[config.mk]
export PLATFORM = sky130hd
export DESIGN_NAME = sun_pll_divn_prog
export DESIGN_NICKNAME = d
export VERILOG_FILES = /design/src/rtl/sun_pll_pkg.sv /design/src/rtl/sun_pll_frac_acc.sv /design/src/rtl/sun_pll_divn_prog.sv
export SDC_FILE = /design/constraint.sdc
export NUM_CORES = 1
export LEC_CHECK = 0
export CORE_ASPECT_RATIO = 2
export CORE_UTILIZATION = 51
export DETAILED_ROUTE_END_ITERATION = 10
export GPL_TIMING_DRIVEN = 0
export PLACE_DENSITY = 0.82
export SLEW_MARGIN = 25
export SYNTH_ARGS = -nofsm -noshare
export SYNTH_HDL_FRONTEND = slang
export SYNTH_SLANG_ARGS = --single-unit
[constraint.sdc]
create_clock -name CK -period 3.2 [get_ports CK]
set_input_delay 0.8 -clock CK [delete_from_list [all_inputs] [get_ports CK]]
set_output_delay 0.8 -clock CK [all_outputs]
set_load 0.01 [all_outputs]
[src/rtl/sun_pll_pkg.sv]
// Shared widths, types and constants for the SUN_PLL programmable feedback divider.
package sun_pll_pkg;

  localparam int unsigned DIV_W_DEF  = 8;
  localparam int unsigned FRAC_W_DEF = 8;
  localparam int unsigned N_MIN      = 2;

  typedef logic [DIV_W_DEF-1:0]  div_n_t;
  typedef logic [FRAC_W_DEF-1:0] div_frac_t;

endpackage

[src/rtl/sun_pll_frac_acc.sv]
// First-order (MASH-1) fractional accumulator; advances once per divider wrap.
module sun_pll_frac_acc
  import sun_pll_pkg::*;
#(
  parameter int unsigned FRAC_W = FRAC_W_DEF
) (
  input  logic              ck,
  input  logic              rst,
  input  logic              clr,
  input  logic              en,
  input  logic [FRAC_W-1:0] frac,
  output logic              carry,
  output logic              carry_next
);

  logic [FRAC_W-1:0] acc_q;
  logic              carry_q;
  logic [FRAC_W:0]   sum;

  assign sum = {1'b0, acc_q} + {1'b0, frac};

  always_ff @(posedge ck) begin
    if (rst || clr) begin
      acc_q   <= '0;
      carry_q <= 1'b0;
    end else if (en) begin
      acc_q   <= sum[FRAC_W-1:0];
      carry_q <= sum[FRAC_W];
    end
  end

  // Carry that will govern the next period, visible before the edge.
  assign carry      = carry_q;
  assign carry_next = clr ? 1'b0 : (en ? sum[FRAC_W] : carry_q);

endmodule

[src/rtl/sun_pll_divn_prog.sv]
// Programmable feedback divider CK/N with glitch-free ratio changes at period boundaries.
// Fractional N+F/2^FRAC_W mode is enabled by defining SUN_PLL_DIVN_FRAC_EN.
module sun_pll_divn_prog
  import sun_pll_pkg::*;
#(
  parameter int unsigned DIV_W   = DIV_W_DEF,
  parameter int unsigned FRAC_W  = FRAC_W_DEF,
  parameter int unsigned N_RESET = 32
) (
  input  logic              CK,
  input  logic              RST,
  input  logic              PWRUP_1V8,
  input  logic              LOAD,
  input  logic [DIV_W-1:0]  DIV_N,
  input  logic [FRAC_W-1:0] DIV_FRAC,
  output logic              CK_FB,
  output logic              TC,
  output logic              LOAD_ACK,
  output logic              DIV_ERR
);

  localparam int unsigned NeW = DIV_W + 1;

  logic [DIV_W-1:0] cnt_q, cnt_d;
  logic [DIV_W-1:0] n_act_q, n_nxt;
  logic [DIV_W-1:0] pend_n_q, pend_n_d;
  logic             pend_v_q, pend_v_d;
  logic             pwr_q;
  logic             ck_fb_d, tc_d, err_d;
  logic             carry_cur, carry_nxt;
  logic             restart, wrap, apply, n_low;
  logic [NeW-1:0]   ne_cur, ne_nxt, hi_nxt;
  logic [DIV_W-1:0] ld_n;

  assign n_low   = DIV_N < DIV_W'(N_MIN);
  assign ld_n    = n_low ? DIV_W'(N_MIN) : DIV_N;
  assign ne_cur  = {1'b0, n_act_q} + NeW'(carry_cur);
  assign restart = PWRUP_1V8 && !pwr_q;
  assign wrap    = PWRUP_1V8 && pwr_q && ({1'b0, cnt_q} == ne_cur - NeW'(1));
  assign apply   = pend_v_q && (restart || wrap);
  assign n_nxt   = apply ? pend_n_q : n_act_q;
  assign ne_nxt  = {1'b0, n_nxt} + NeW'(carry_nxt);
  assign hi_nxt  = (ne_nxt + NeW'(1)) >> 1;

`ifdef SUN_PLL_DIVN_FRAC_EN
  logic [FRAC_W-1:0] f_act_q, pend_f_q, f_nxt;

  assign f_nxt = apply ? pend_f_q : f_act_q;

  always_ff @(posedge CK) begin
    if (RST) begin
      f_act_q  <= '0;
      pend_f_q <= '0;
    end else begin
      if (apply) f_act_q <= pend_f_q;
      if (LOAD)  pend_f_q <= DIV_FRAC;
    end
  end

  sun_pll_frac_acc #(
    .FRAC_W(FRAC_W)
  ) u_frac_acc (
    .ck        (CK),
    .rst       (RST),
    .clr       (!PWRUP_1V8),
    .en        (wrap),
    .frac      (f_nxt),
    .carry     (carry_cur),
    .carry_next(carry_nxt)
  );
`else
  logic unused_frac;

  assign unused_frac = ^DIV_FRAC;
  assign carry_cur   = 1'b0;
  assign carry_nxt   = 1'b0;
`endif

  always_comb begin
    cnt_d    = cnt_q + DIV_W'(1);
    pend_n_d = pend_n_q;
    pend_v_d = pend_v_q;
    err_d    = DIV_ERR | (LOAD && n_low);
    if (!PWRUP_1V8 || restart || wrap) cnt_d = '0;
    // A LOAD coinciding with an apply refills pending for the following wrap.
    if (LOAD) begin
      pend_n_d = ld_n;
      pend_v_d = 1'b1;
    end else if (apply) begin
      pend_v_d = 1'b0;
    end
    ck_fb_d = PWRUP_1V8 && ({1'b0, cnt_d} < hi_nxt);
    tc_d    = PWRUP_1V8 && ({1'b0, cnt_d} == ne_nxt - NeW'(1));
  end

  always_ff @(posedge CK) begin
    if (RST) begin
      cnt_q    <= '0;
      n_act_q  <= DIV_W'(N_RESET);
      pend_n_q <= DIV_W'(N_RESET);
      pend_v_q <= 1'b0;
      pwr_q    <= 1'b1;
      CK_FB    <= 1'b0;
      TC       <= 1'b0;
      LOAD_ACK <= 1'b0;
      DIV_ERR  <= 1'b0;
    end else begin
      cnt_q    <= cnt_d;
      n_act_q  <= n_nxt;
      pend_n_q <= pend_n_d;
      pend_v_q <= pend_v_d;
      pwr_q    <= PWRUP_1V8;
      CK_FB    <= ck_fb_d;
      TC       <= tc_d;
      LOAD_ACK <= apply;
      DIV_ERR  <= err_d;
    end
  end

endmodule

==> impl_metrics.csv <==
group,metric,value,unit
final_layout,instances_no_fill,352,
floorplan,ios,24,
global_routing,antenna_found_initial,0,
global_routing,grt_pass1_wl,10000,um
global_routing,met1_usage,0.321,
final_layout,design_area,0.00286,mm^2
logic_synthesis,yosys-top-cells-count,"dfxtp_1, nor2_1, nor3_1",
worst_setup_path,path_cells,"buf_6, or4_4, a21oi_2, a31oi_2, and4_4, o21ai_4, mux2i_2, or4_4, buf_6, nor2_4, xor2_1, ha_1, buf_4, nand4_1, o2111a_1",
worst_setup_path,crit_type,"flip-flop to flip-flop",
timing,rsz0062_at_grt,"true",
detailed_routing,ant_nets,0,
power_and_ir_drop,cellPowerDensity,295,mW/mm^2
final_layout,antenna_cells,0,
final_layout,regArea,604,um^2
floorplan,initial_core_util,0.531,
detailed_routing,drt_iter0_markers,125,
clock_network,clk_pin_slew,0.07,ns
floorplan,die_area,0.00454,mm^2
global_routing,overflow,0,
timing,worstMarginPinSlew,0.651,ns
worst_setup_path,r2r-start,"n_act_q[1]",
place,dp_slack,-1.35,ns
place,place.port_buffers,15,
logic_synthesis,yosys-top-cells-area,"dfxtp_1, mux2i_1, ha_1, xnor2_1, xor2_1",
floorplan,die_x,48.1,um
timing,drv_slew,0,
logic_synthesis,synth_edf_count,0,
global_routing,met2_usage,0.539,
timing,setup_viol,2,
detailed_routing,avgViaCountPerCell,6.38,
logic_synthesis,yosysTopAreaCell,"dfxtp_1",
logic_synthesis,avgSynthCellArea,8.29,um^2
clock_network,cts-buffers-inserted,5,
worst_setup_path,ff2ff_setup_slack,-0.52,ns
logic_synthesis,synth-seq-cells,30,
run,cap_viol_max_count,0,
worst_setup_path,r2r_cells,15,
place,dpl_cell_area,0.00240,mm^2
status,status,"finished, violations left",
clock_network,cts_tree,"yes",
logic_synthesis,yosysSeqAreaShare,0.276,
logic_synthesis,yosys_warnings,0,
worst_hold_path,min_from,"DIV_ERR",
clock_network,numClockSinks,30,
logic_synthesis,yosysTopAreaCellShare,0.276,
place,hpwl,4330,um
global_routing,grt.busiest_layer,"met2",
logic_synthesis,netlist_area,0.00217,mm^2
power_and_ir_drop,peakVddDrop,0.000399,V
timing,clock.fmax,269,MHz
power_and_ir_drop,p_leak,1.10,nW
global_routing,grtUsageMet3,0.0481,
final_layout,multiInputGateArea,0.00168,mm^2
clock_network,hold_buffers,0,
power_and_ir_drop,fin_total_pwr,0.844,mW
logic_synthesis,synthCells,262,
final_layout,layout-drive-gt1-share,0.253,
worst_setup_path,cpPeakStageDelay,0.59,ns
floorplan,rows,33,
floorplan,fp.dieH,94.3,um
detailed_routing,drt_pass1_iterations,5,
clock_network,clock_path_buffers,2,
timing,slew_headroom,0.564,
global_routing,grt_max_degree,11,
floorplan,core,0.00409,mm^2
detailed_routing,via_count,2244,
logic_synthesis,async_reset_ff_frac,0,
timing,hold_violations,0,
place,gp_congestion,0.980,
worst_setup_path,crit_slowest_cell,"mux2i_2",
worst_setup_path,critPathCaptureType,"flip-flop",
detailed_routing,wl,6640,um
detailed_routing,post_drt_wl_per_cell,18.9,um
final_layout,nets,330,
logic_synthesis,yosysMostFrequentCell,"dfxtp_1",
timing,skew,0.00919,ns
logic_synthesis,syn_nets,293,
final_layout,n_fill_cell,295,
global_routing,grt_pass1_vias,2166,
timing,min_period,3.72,ns
clock_network,root_buffer,"clkbuf_8",
worst_hold_path,holdPathEnd,"DIV_ERR",
timing,finalSetupTns,-0.780,ns
worst_setup_path,start_kind,"flip-flop",
timing,layout_setup_ws,-0.521,ns
worst_hold_path,hold_class,"flip-flop to flip-flop",
worst_hold_path,holdPathStages,2,
status,failed_checks,"negative setup slack",
logic_synthesis,synthFlopType,"dfxtp_1",
place,place_inst,329,
final_layout,synthToLayoutAreaGrowth,31.6,%
worst_setup_path,timing.rr.end,"CK_FB",
global_routing,grt_use_total,0.315,
worst_setup_path,required,3.38,ns
clock_network,h-tree-depth,2,
worst_setup_path,path_max_fanout,6,
timing,finalCritPeriodShare,1.16,
clock_network,clock_latency,0.29,ns
logic_synthesis,ys_types,55,
detailed_routing,route.detailed.drc,0,
worst_setup_path,critPathArrivalTime,3.91,ns
[kinds of logic after synthesis]
kind of cell             share of synthesized area
AO/OA/AOI/OAI                                0.168
XOR/XNOR                                     0.115
adder cells (fa/ha/maj)                     0.0634
buffers and inverters                       0.0484
flip-flops                                   0.276
multiplexers                                0.0645
AND/OR/NAND/NOR                              0.264
[per-stage QoR]
stage	util	hold WS, ns
4_1_cts	0.675	0.476
2_1_floorplan	-	0.467
3_3_place_gp	0.586	0.455
3_5_place_dp	0.586	0.460
5_1_grt	0.699	0.497
6_report	0.699	0.471
[state kept, by name, summed over array words and instances, names as in the netlist]
| signal | cells |
|---|---|
| cnt_q | 8 |
| n_act_q | 8 |
| pend_n_q | 8 |
| CK_FB | 1 |
| DIV_ERR | 1 |
| LOAD_ACK | 1 |
| TC | 1 |
| pend_v_q | 1 |
| pwr_q | 1 |
[placed cells by master (no fill, tap or decap), types with 3 or more instances in the layout]
cell type | Yosys | final
nor4_1 | 5 | 4
a211o_1 | 3 | 3
nand3_1 | 4 | 4
o21ai_0 | 8 | 7
clkbuf_1 | 7 | 6
dfxtp_2 | 0 | 3
o21a_1 | 3 | 3
a211oi_2 | 2 | 3
or4_4 | 1 | 3
nor3_1 | 18 | 15
buf_4 | 1 | 15
mux2i_4 | 0 | 4
a21oi_2 | 0 | 4
clkbuf_8 | 0 | 6
nor3_2 | 0 | 3
clkdlybuf4s50_1 | 0 | 14
inv_1 | 10 | 7
dfxtp_1 | 30 | 27
and3_1 | 4 | 4
xnor2_1 | 13 | 12
a21oi_1 | 10 | 6
and2_1 | 3 | 3
nor2_1 | 29 | 28
buf_6 | 0 | 6
xor2_1 | 13 | 11
mux2i_1 | 14 | 9
nand2b_1 | 3 | 3
nor2b_1 | 8 | 8
nand2_1 | 11 | 11
ha_1 | 11 | 8
[power by group]
group	leakage [nW]	switching [mW]	internal (mW)	total, mW
combinational	0.808	0.0639	0.0550	0.119
clock	0.0472	0.156	0.173	0.328
sequential	0.246	0.0129	0.384	0.397
[metal layers]
layer  vias to the layer above  share of wire
li1                       1020              -
met1                      1083           0.35
met2                       108           0.55
met3                        33          0.046
met4                         0          0.053
met5                         -              0
[repair_timing]
item | CTS | global route
buffers inserted | 11 | 6
setup endpoints to repair | 2 | 2
gates cloned | 0 | 0
pin swaps | 16 | 17
hold endpoints to repair | 0 | 0
gates resized for setup | 44 | 13
[critical path: cells and delay by family (launching register included)]
family                   cells  cell delay, ns
adder cells (fa/ha/maj)      1            0.33
XOR/XNOR                     1            0.15
AND/OR/NAND/NOR              5            1.09
buffers and inverters        3            0.34
flip-flops                   1            0.32
multiplexers                 1            0.59
AO/OA/AOI/OAI                4            0.78
[cell type report]
class / instances / area share
tap: 52 / 0.0228
multi-input combinational: 207 / 0.589
sequential: 30 / 0.211
inverter: 10 / 0.0149
clock inverter: 2 / 0.00438
buffer: 13 / 0.0271
clock buffer: 6 / 0.0289
timing repair buffer: 32 / 0.102
[worst max-delay path by stage]
stage                  to  cells after the start  slack, ns        from
floorplan           CK_FB                     13      -0.23  n_act_q[0]
detailed placement  CK_FB                     18      -1.35   PWRUP_1V8
CTS                 CK_FB                     19      -0.48  n_act_q[1]
finish              CK_FB                     15      -0.52  n_act_q[1]
global placement    CK_FB                     18      -1.35   PWRUP_1V8
global route        CK_FB                     18      -0.63  n_act_q[2]
Note: power is estimated with default switching activity, not from simulation.
